==> src/rtl/trig_monitor_pkg.sv <==
// Shared types and defaults for the trigger monitor.
// Timestamp capture is built only when TRIG_MONITOR_TS_EN is defined.
package trig_monitor_pkg;

   localparam int unsigned CntWDefault     = 16;
   localparam int unsigned TsWDefault      = 32;
   localparam int unsigned DebounceDefault = 2;
   localparam int unsigned DebounceMin     = 1;
   localparam int unsigned DebounceMax     = 15;
   localparam int unsigned QualW           = 4;

   typedef enum logic [1:0] {
      StIdle,
      StQual,
      StActive
   } state_e;

endpackage

==> src/rtl/trig_sync.sv <==
// Two-flop synchronizer for the asynchronous trigger level.
module trig_sync (
   input  logic clk,
   input  logic rst_n,
   input  logic d,
   output logic q
);

   logic meta_q;
   logic sync_q;

   always_ff @(posedge clk or negedge rst_n) begin
      if (!rst_n) begin
         meta_q <= 1'b0;
         sync_q <= 1'b0;
      end else begin
         meta_q <= d;
         sync_q <= meta_q;
      end
   end

   assign q = sync_q;

endmodule

==> src/rtl/trig_monitor.sv <==
// Debounced trigger monitor: counts qualified activations, raises a sticky alarm and,
// with TRIG_MONITOR_TS_EN defined, captures the timestamp of the first activation.
module trig_monitor
   import trig_monitor_pkg::*;
#(
   parameter int unsigned CNT_W    = CntWDefault,
   parameter int unsigned TS_W     = TsWDefault,
   parameter int unsigned DEBOUNCE = DebounceDefault
) (
   input  logic             clk,
   input  logic             rst_n,
   input  logic             trigger_in,
   input  logic             clr_req,
   output logic             clr_ack,
   output logic             alarm,
   output logic [CNT_W-1:0] act_count,
   output logic [TS_W-1:0]  first_ts,
   output logic             ts_valid
);

   // Out-of-range DEBOUNCE values are clamped into the legal window.
   localparam int unsigned DebLim = (DEBOUNCE < DebounceMin) ? DebounceMin :
                                    (DEBOUNCE > DebounceMax) ? DebounceMax : DEBOUNCE;
   localparam logic [QualW-1:0] QualTarget = QualW'(DebLim);

   logic s;

   trig_sync u_trig_sync (
      .clk   (clk),
      .rst_n (rst_n),
      .d     (trigger_in),
      .q     (s)
   );

   state_e             state_q, state_d;
   logic [QualW-1:0]   qual_cnt_q, qual_cnt_d;
   logic               enter_act;

   always_comb begin
      state_d    = state_q;
      qual_cnt_d = qual_cnt_q;
      enter_act  = 1'b0;
      unique case (state_q)
         StIdle: begin
            if (s) begin
               if (DebLim == 1) begin
                  state_d    = StActive;
                  qual_cnt_d = '0;
                  enter_act  = 1'b1;
               end else begin
                  state_d    = StQual;
                  qual_cnt_d = QualW'(1);
               end
            end
         end
         StQual: begin
            if (!s) begin
               state_d    = StIdle;
               qual_cnt_d = '0;
            end else if (qual_cnt_q + QualW'(1) == QualTarget) begin
               state_d    = StActive;
               qual_cnt_d = '0;
               enter_act  = 1'b1;
            end else begin
               qual_cnt_d = qual_cnt_q + QualW'(1);
            end
         end
         StActive: begin
            if (!s) state_d = StIdle;
         end
         default: begin
            state_d    = StIdle;
            qual_cnt_d = '0;
         end
      endcase
   end

   logic             clr_prev_q, clr_prev_d;
   logic             clr_ack_q, clr_ack_d;
   logic             clr_rise;
   logic             alarm_q, alarm_d;
   logic [CNT_W-1:0] act_count_q, act_count_d;

   assign clr_rise = clr_req & ~clr_prev_q;

   // A clear wins over a coinciding activation; the FSM still advances.
   always_comb begin
      clr_prev_d  = clr_req;
      clr_ack_d   = clr_rise;
      alarm_d     = alarm_q;
      act_count_d = act_count_q;
      if (clr_rise) begin
         alarm_d     = 1'b0;
         act_count_d = '0;
      end else if (enter_act) begin
         alarm_d = 1'b1;
         if (act_count_q != '1) act_count_d = act_count_q + CNT_W'(1);
      end
   end

   always_ff @(posedge clk or negedge rst_n) begin
      if (!rst_n) begin
         state_q     <= StIdle;
         qual_cnt_q  <= '0;
         clr_prev_q  <= 1'b0;
         clr_ack_q   <= 1'b0;
         alarm_q     <= 1'b0;
         act_count_q <= '0;
      end else begin
         state_q     <= state_d;
         qual_cnt_q  <= qual_cnt_d;
         clr_prev_q  <= clr_prev_d;
         clr_ack_q   <= clr_ack_d;
         alarm_q     <= alarm_d;
         act_count_q <= act_count_d;
      end
   end

   assign clr_ack   = clr_ack_q;
   assign alarm     = alarm_q;
   assign act_count = act_count_q;

`ifdef TRIG_MONITOR_TS_EN
   logic [TS_W-1:0] ts_cnt_q, ts_cnt_d;
   logic [TS_W-1:0] first_ts_q, first_ts_d;
   logic            ts_valid_q, ts_valid_d;

   always_comb begin
      ts_cnt_d   = (ts_cnt_q == '1) ? ts_cnt_q : ts_cnt_q + TS_W'(1);
      first_ts_d = first_ts_q;
      ts_valid_d = ts_valid_q;
      if (clr_rise) begin
         first_ts_d = '0;
         ts_valid_d = 1'b0;
      end else if (enter_act && !ts_valid_q) begin
         first_ts_d = ts_cnt_q;
         ts_valid_d = 1'b1;
      end
   end

   always_ff @(posedge clk or negedge rst_n) begin
      if (!rst_n) begin
         ts_cnt_q   <= '0;
         first_ts_q <= '0;
         ts_valid_q <= 1'b0;
      end else begin
         ts_cnt_q   <= ts_cnt_d;
         first_ts_q <= first_ts_d;
         ts_valid_q <= ts_valid_d;
      end
   end

   assign first_ts = first_ts_q;
   assign ts_valid = ts_valid_q;
`else
   assign first_ts = '0;
   assign ts_valid = 1'b0;
`endif

endmodule

==> config.mk <==
export PLATFORM = sky130hd
export DESIGN_NAME = trig_monitor
export DESIGN_NICKNAME = d
export VERILOG_FILES = /design/src/rtl/trig_monitor_pkg.sv /design/src/rtl/trig_sync.sv /design/src/rtl/trig_monitor.sv
export SDC_FILE = /design/constraint.sdc
export NUM_CORES = 1
export LEC_CHECK = 0
export BUFFER_PORTS_ARGS = -buffer_cell sky130_fd_sc_hd__buf_4
export CORE_MARGIN = 3
export CORE_UTILIZATION = 54
export DETAILED_ROUTE_END_ITERATION = 10
export HOLD_SLACK_MARGIN = 0.12
export MAX_ROUTING_LAYER = met4
export PLACE_DENSITY = 0.83
export SYNTH_ARGS = -nofsm -noshare
export SYNTH_HDL_FRONTEND = slang
export SYNTH_SLANG_ARGS = --single-unit
==> constraint.sdc <==
create_clock -name clk -period 5 [get_ports clk]
set_input_delay 1 -clock clk [delete_from_list [all_inputs] [get_ports clk]]
set_output_delay 1 -clock clk [all_outputs]
set_load 0.01 [all_outputs]
==> flow_summary.ini, run 1 <==
[floorplan]
ios = 55
dieArea_um2 = 3740
row_count = 19
fp.dieW_um = 61.1
initial_utilization_pct = 58.0
core-area_um2 = 2830
dieHeight_um = 61.1

[pwr]
switching_share_pct = 35.7
power_frac_clock_pct = 19.8
p_comb_share_pct = 27.1
sequentialPowerShare_pct = 53.1
ir_drop_mv = 0.184
p_int_w = 0.000332
power.leakage_nw = 0.808
power.density_nw_per_um2 = 300
net-switching-power_w = 0.000185

[cells_and_area]
finalNetCount = 204
n_antenna_cell = 0
syn_to_final_growth_pct = 4.96
fin_util_pct = 60.9
drive_gt1_share_pct = 19.4

[run]
cap_viol_max_count = 0

[setup_path]
cp_cell_sequence = ha_1 -> and2_2 -> a31oi_2 -> or3_4 -> or4_1 -> a21oi_1
worstSetupEndpointType = flop
reg2regPathDepth = 6
arrival_ns = 2.61
startpoint = qual_cnt_q[0]$_DFFE_PN0P_
endpoint = act_count[9]$_DFFE_PN0P_
max_stage_delay_ns = 0.50
r2r-start = qual_cnt_q[0]$_DFFE_PN0P_
worst_r2r_endpoint = act_count[9]$_DFFE_PN0P_
critical_path_class = reg -> reg
critPathLaunchType = flop
path_max_fanout = 13
crit_slowest_cell = or3_4
worstPathRequired_ns = 5.26
r2r_slack_ns = 2.65

[synth]
syn_area_um2 = 1640
synth.area.top_cells = dfrtp_1, buf_4, a21oi_1
yosysTopAreaCell = dfrtp_1
synth_simple_gate_area_share_pct = 24.6
synth_top_area_share_pct = 41.2
synthAdderAreaFrac_pct = 2.29
syn-instance-count = 174
synthArstFlopShare_pct = 100
synth_top_family_by_area = simple AND/OR/NAND/NOR gates
synth-compound-area-share_pct = 10.8
ys.flop_type = dfrtp_1
synth_edf_count = 0
synth_xor_area_share_pct = 2.14
yosysUniqueCellTypes = 40
ys_seq_elements = 27
muxShareOfSynthArea_pct = 1.83
ys.warnings.count = 0
seq_area_frac_synth_pct = 41.2
synth.avg_cell_area_um2 = 9.43

[timing]
hold_viol = 0
slew_headroom_pct = 50.5
setup_viol = 0
rsz0062_at_grt = no
worstMarginPinSlew_ns = 0.737
holdWs_ns = 0.370
tns_ns = 0
clock.fmax_mhz = 426
fin_skew_ns = 0.00594
layout_min_cycle_time_ns = 2.35
finalMaxSlewViolations = 0
final_min_period_over_clock_period_pct = 46.9

[clocking]
cts_tree = built
cts_resized = 0
h-tree-depth = 1
cts_setup_buffers = 0
ctsHoldBuffers = 0
cts_buffers = 3
clkTransAtPathRegs_ns = 0.16
cts.sinks = 27
clockRootBuffer = clkbuf_4
insertion_delay_ns = 0.33
clock_path_buffers = 2

[routing]
via_per_inst = 5.55
wl_mm = 3.10
dr.pass1.iters = 4
drt-initial-drc-count = 79
drc_errors = 0
vias = 1259
drt-wirelength-per-cell_um = 13.6
antenna_left = 0

[min_path]
worstHoldPathType = reg -> reg

[status]
status = complete, no violations

[global_route]
grt_pass1_vias = 1103
grt_max_degree = 28
antenna_found_initial = 0
grt-ovfl-total = 0
grt_pass1_wl_mm = 5.09
gr-usage-all-layers_pct = 18.8

[placement]
gp_congestion = 0.937
port_buffers = 21
place_hpwl_mm = 2.36
==> power by group through the flow <==
| stage | Clock, W | Sequential [W] | Combinational (W) |
|---|---|---|---|
| after floorplan | 0 | 0.000278 | 0.000115 |
| after CTS | 0.000105 | 0.000275 | 0.000142 |
| after global routing | 0.000114 | 0.000280 | 0.000159 |
| after detailed placement | 0 | 0.000279 | 0.000141 |
| final | 0.000102 | 0.000275 | 0.000140 |
| after global placement | 0 | 0.000276 | 0.000135 |
==> logic make-up (layout without fill, tap and decap cells) <==
group | after synthesis | count (layout)
AND/OR/NAND/NOR | 70 | 70
buffers and inverters | 38 | 28
AO/OA/AOI/OAI | 28 | 28
flip-flops | 27 | 27
XOR/XNOR | 4 | 4
adder cells (fa/ha/maj) | 3 | 3
multiplexers | 3 | 3
other | 1 | 33
==> state kept, by name (all words and copies together) (netlist names) <==
register and cells:
qual_cnt_q 4, clr_ack 1, alarm 1, clr_prev_q 1, act_count 16, u_trig_sync.meta_q 1, u_trig_sync.q 1, state_q 2
==> critical path: cells and delay by family, from the launching register on <==
family / cells / cell delay, ns
AND/OR/NAND/NOR: 3 / 1.18
flip-flops: 1 / 0.49
AO/OA/AOI/OAI: 2 / 0.36
adder cells (fa/ha/maj): 1 / 0.25
==> layer usage <==
| metal | GRT usage [%] | vias to the layer above | part of all wire [%] |
|---|---|---|---|
| met1 | 25.2 | 591 | 44 |
| li1 | - | 597 | - |
| met2 | 28.4 | 67 | 48 |
| met5 | - | - | 0 |
| met3 | 2.73 | 4 | 7.0 |
| met4 | 8.05 | 0 | 1.4 |
==> worst min-delay path by stage <==
stage	startpoint	to	slack, ns	depth (start not counted)
finish	u_trig_sync.meta_q$_DFF_PN0_	u_trig_sync.q$_DFF_PN0_	0.37	0
global route	u_trig_sync.meta_q$_DFF_PN0_	u_trig_sync.q$_DFF_PN0_	0.38	0
CTS	u_trig_sync.meta_q$_DFF_PN0_	u_trig_sync.q$_DFF_PN0_	0.37	0
detailed placement	u_trig_sync.meta_q$_DFF_PN0_	u_trig_sync.q$_DFF_PN0_	0.34	0
global placement	u_trig_sync.meta_q$_DFF_PN0_	u_trig_sync.q$_DFF_PN0_	0.33	0
floorplan	u_trig_sync.meta_q$_DFF_PN0_	u_trig_sync.q$_DFF_PN0_	0.33	0
==> cell usage in the layout, fill, tap and decap left out, types with 2 or more instances in the layout <==
cell	Yosys	layout
a21oi_1	12	12
a31o_2	2	2
buf_4	34	21
clkbuf_4	0	3
conb_1	1	33
dfrtp_1	27	27
ha_1	3	3
inv_1	3	3
mux2i_1	3	3
nand2_1	14	14
nand2b_1	4	4
nand3_1	9	9
nand3b_1	2	2
nand4_1	6	6
nor2_1	9	9
nor3_1	3	3
nor4_1	5	5
o21ai_0	7	7
o31ai_1	2	2
o41ai_1	2	2
or3_1	3	3
or4b_1	2	2
xnor2_1	3	3
==> final cells by class <==
| cell class | count | area, µm² |
|---|---|---|
| multi-input cells | 141 | 807 |
| clock inverters | 1 | 8.76 |
| clock buffers | 3 | 22.5 |
| well taps | 31 | 38.8 |
| fillers | 245 | 1110 |
| repair buffers | 21 | 158 |
| inverters | 3 | 11.3 |
| flip-flops and latches | 27 | 676 |
==> per-stage QoR <==
| step | cells | setup slack, ns | area (µm²) | power, W |
|---|---|---|---|---|
| 6_report | 227 | 2.65 | 1720 | 0.000517 |
| 2_1_floorplan | 206 | 2.98 | 1760 | 0.000393 |
| 3_5_place_dp | 223 | 2.70 | 1690 | 0.000421 |
| 3_3_place_gp | 223 | 2.86 | 1690 | 0.000411 |
| 5_1_grt | 227 | 2.41 | 1720 | 0.000553 |
| 4_1_cts | 227 | 2.65 | 1720 | 0.000522 |
==> synth_stat cells, types with 2 or more instances <==
master and n:
mux2i_1 3, or3_1 3, o41ai_1 2, nand4_1 6, nand2_1 14, o21ai_0 7, a31o_2 2, nand3b_1 2
nor2_1 9, ha_1 3, dfrtp_1 27, o31ai_1 2, buf_4 34, inv_1 3, nand2b_1 4, xnor2_1 3
nor3_1 3, a21oi_1 12, nor4_1 5, or4b_1 2, nand3_1 9
Power figures use the tool's default switching activity.
==> run 2, diff against run 1 <==
CORE_UTILIZATION = 50   (was 54)
PLACE_DENSITY = 0.77   (was 0.83)
clock period = 2.5 ns   (was 5 ns; I/O delays follow)
==> run 2 against run 1 <==
  * Via count fell by 5.9%
  * Global-route usage fell by 3.1 points
  * Non-clock buffer count rose by 2
  * Sequential cell count did not move
  * Wire length fell by 6.7%
  * Sequential power rose by 99%
  * Highest routed layer unchanged
==> flow_summary.ini, run 2 (same netlist as run 1, synthesis figures left out) <==
[status]
status = complete, no violations

[cells_and_area]
design_area_um2 = 1750
mostFrequentLayoutCells = conb_1, dfrtp_1, buf_4
final_common_cell = conb_1
n_fill_cell = 281
finalNetCount = 206
drive_gt1_share_pct = 19.7
n_antenna_cell = 0
largest_register_ffs = 16
fin_cells = 242
syn_to_final_growth_pct = 6.79
fin_util_pct = 56.5

[run]
cap_viol_max_count = 0

[clocking]
cts_buffers = 3
clkTransAtPathRegs_ns = 0.15
clockRootBuffer = clkbuf_4
h-tree-depth = 1
cts.sinks = 27
insertion_delay_ns = 0.34
cts_tree = built
clock_path_buffers = 2
cts_setup_buffers = 0

[routing]
drt-wirelength-per-cell_um = 11.9
drc_errors = 0
via_per_inst = 4.90
antenna_left = 0
dr.pass1.iters = 4
wl_mm = 2.89
vias = 1185
drt-initial-drc-count = 60

[timing]
holdWs_ns = 0.254
finalMaxSlewViolations = 0
tns_ns = 0
setup_viol = 0
hold_viol = 0
rsz0062_at_grt = no
layout_min_cycle_time_ns = 2.26
fin_skew_ns = 0.00851
final_min_period_over_clock_period_pct = 90.4
clock.fmax_mhz = 442
slew_headroom_pct = 45.3
worstMarginPinSlew_ns = 0.813

[pwr]
power.leakage_nw = 0.816
power.density_nw_per_um2 = 580
ir_drop_mv = 0.351

[setup_path]
critical_path_class = reg -> reg
critPathLaunchType = flop
worstSetupEndpointType = flop
path_max_fanout = 13
arrival_ns = 2.53
worstPathRequired_ns = 2.77

[global_route]
gr-usage-all-layers_pct = 15.7
grt_pass1_wl_mm = 4.91
antenna_found_initial = 0
grt_max_degree = 28
grt_pass1_vias = 1084
grt-ovfl-total = 0

[placement]
dpl_cell_area_um2 = 1710
port_buffers = 21
gp_congestion = 0.848
place_hpwl_mm = 2.13
place_inst = 237

[min_path]
worstHoldPathType = in -> reg

[floorplan]
row_count = 20
ios = 55
core-area_um2 = 3100
fp.dieW_um = 63.3
dieHeight_um = 63.3
dieArea_um2 = 4000
initial_utilization_pct = 52.9
## run 2: changes by cell type in the layout (fill, tap and decap cells not counted)
cell and delta:
buf_4 +1, clkinv_2 +1, dlygate4sd3_1 +1, inv_6 -1
## run 2: power by group
part           total [W]  internal (W)  switching, W
logic           0.000273      0.000112      0.000161
clock network   0.000194     0.0000603      0.000134
registers       0.000548      0.000487     0.0000610
total            0.00102      0.000659      0.000356
## run 2: worst paths after layout
check                      slack [ns]                         start  cells after the start                            to
max                              0.24     qual_cnt_q[0]$_DFFE_PN0P_                      6      act_count[9]$_DFFE_PN0P_
min                              0.25                    trigger_in                      1  u_trig_sync.meta_q$_DFF_PN0_
max reg2reg                      0.24     qual_cnt_q[0]$_DFFE_PN0P_                      6      act_count[9]$_DFFE_PN0P_
min reg2reg                      0.38  u_trig_sync.meta_q$_DFF_PN0_                      0       u_trig_sync.q$_DFF_PN0_
max in group asynchronous        1.66                         rst_n                      2     act_count[11]$_DFFE_PN0P_
min in group asynchronous        0.58                         rst_n                      2  u_trig_sync.meta_q$_DFF_PN0_
## run 2: repair_timing
action | CTS | global route
hold endpoints to repair | 27 | 0
hold buffers | 1 | 0
resized for setup | 0 | 0
## run 2: through the flow
step	power (W)	worst slack, ns
2_1_floorplan	0.000786	0.484
3_3_place_gp	0.000829	0.337
3_5_place_dp	0.000829	0.285
4_1_cts	0.00102	0.256
5_1_grt	0.00109	0.0193
6_report	0.00102	0.239
## run 2: area by class of cell
type                       instances  area, µm²  area share (%)
clock buffer                       3       22.5            1.29
clock inverter                     1       5.00           0.286
sequential                        27        676            38.6
tap                               44       55.1            3.14
timing repair buffer              23        175            10.0
inverter                           3       11.3           0.643
multi-input combinational        141        807            46.1
## run 2: worst max-delay path, cell delays in order (launching register included)
cell and delay (ns):
dfrtp_1 0.48, ha_1 0.24, and2_2 0.16, a31oi_2 0.18
or3_4 0.51, or4_1 0.48, a21oi_1 0.15
## run 2: layer usage
layer,track usage (%),up-vias,share of wire [%]
met5,-,-,0
met1,21.8,531,49
li1,-,605,-
met4,8.09,0,2.0
met2,22.9,43,42
met3,1.60,6,6.3
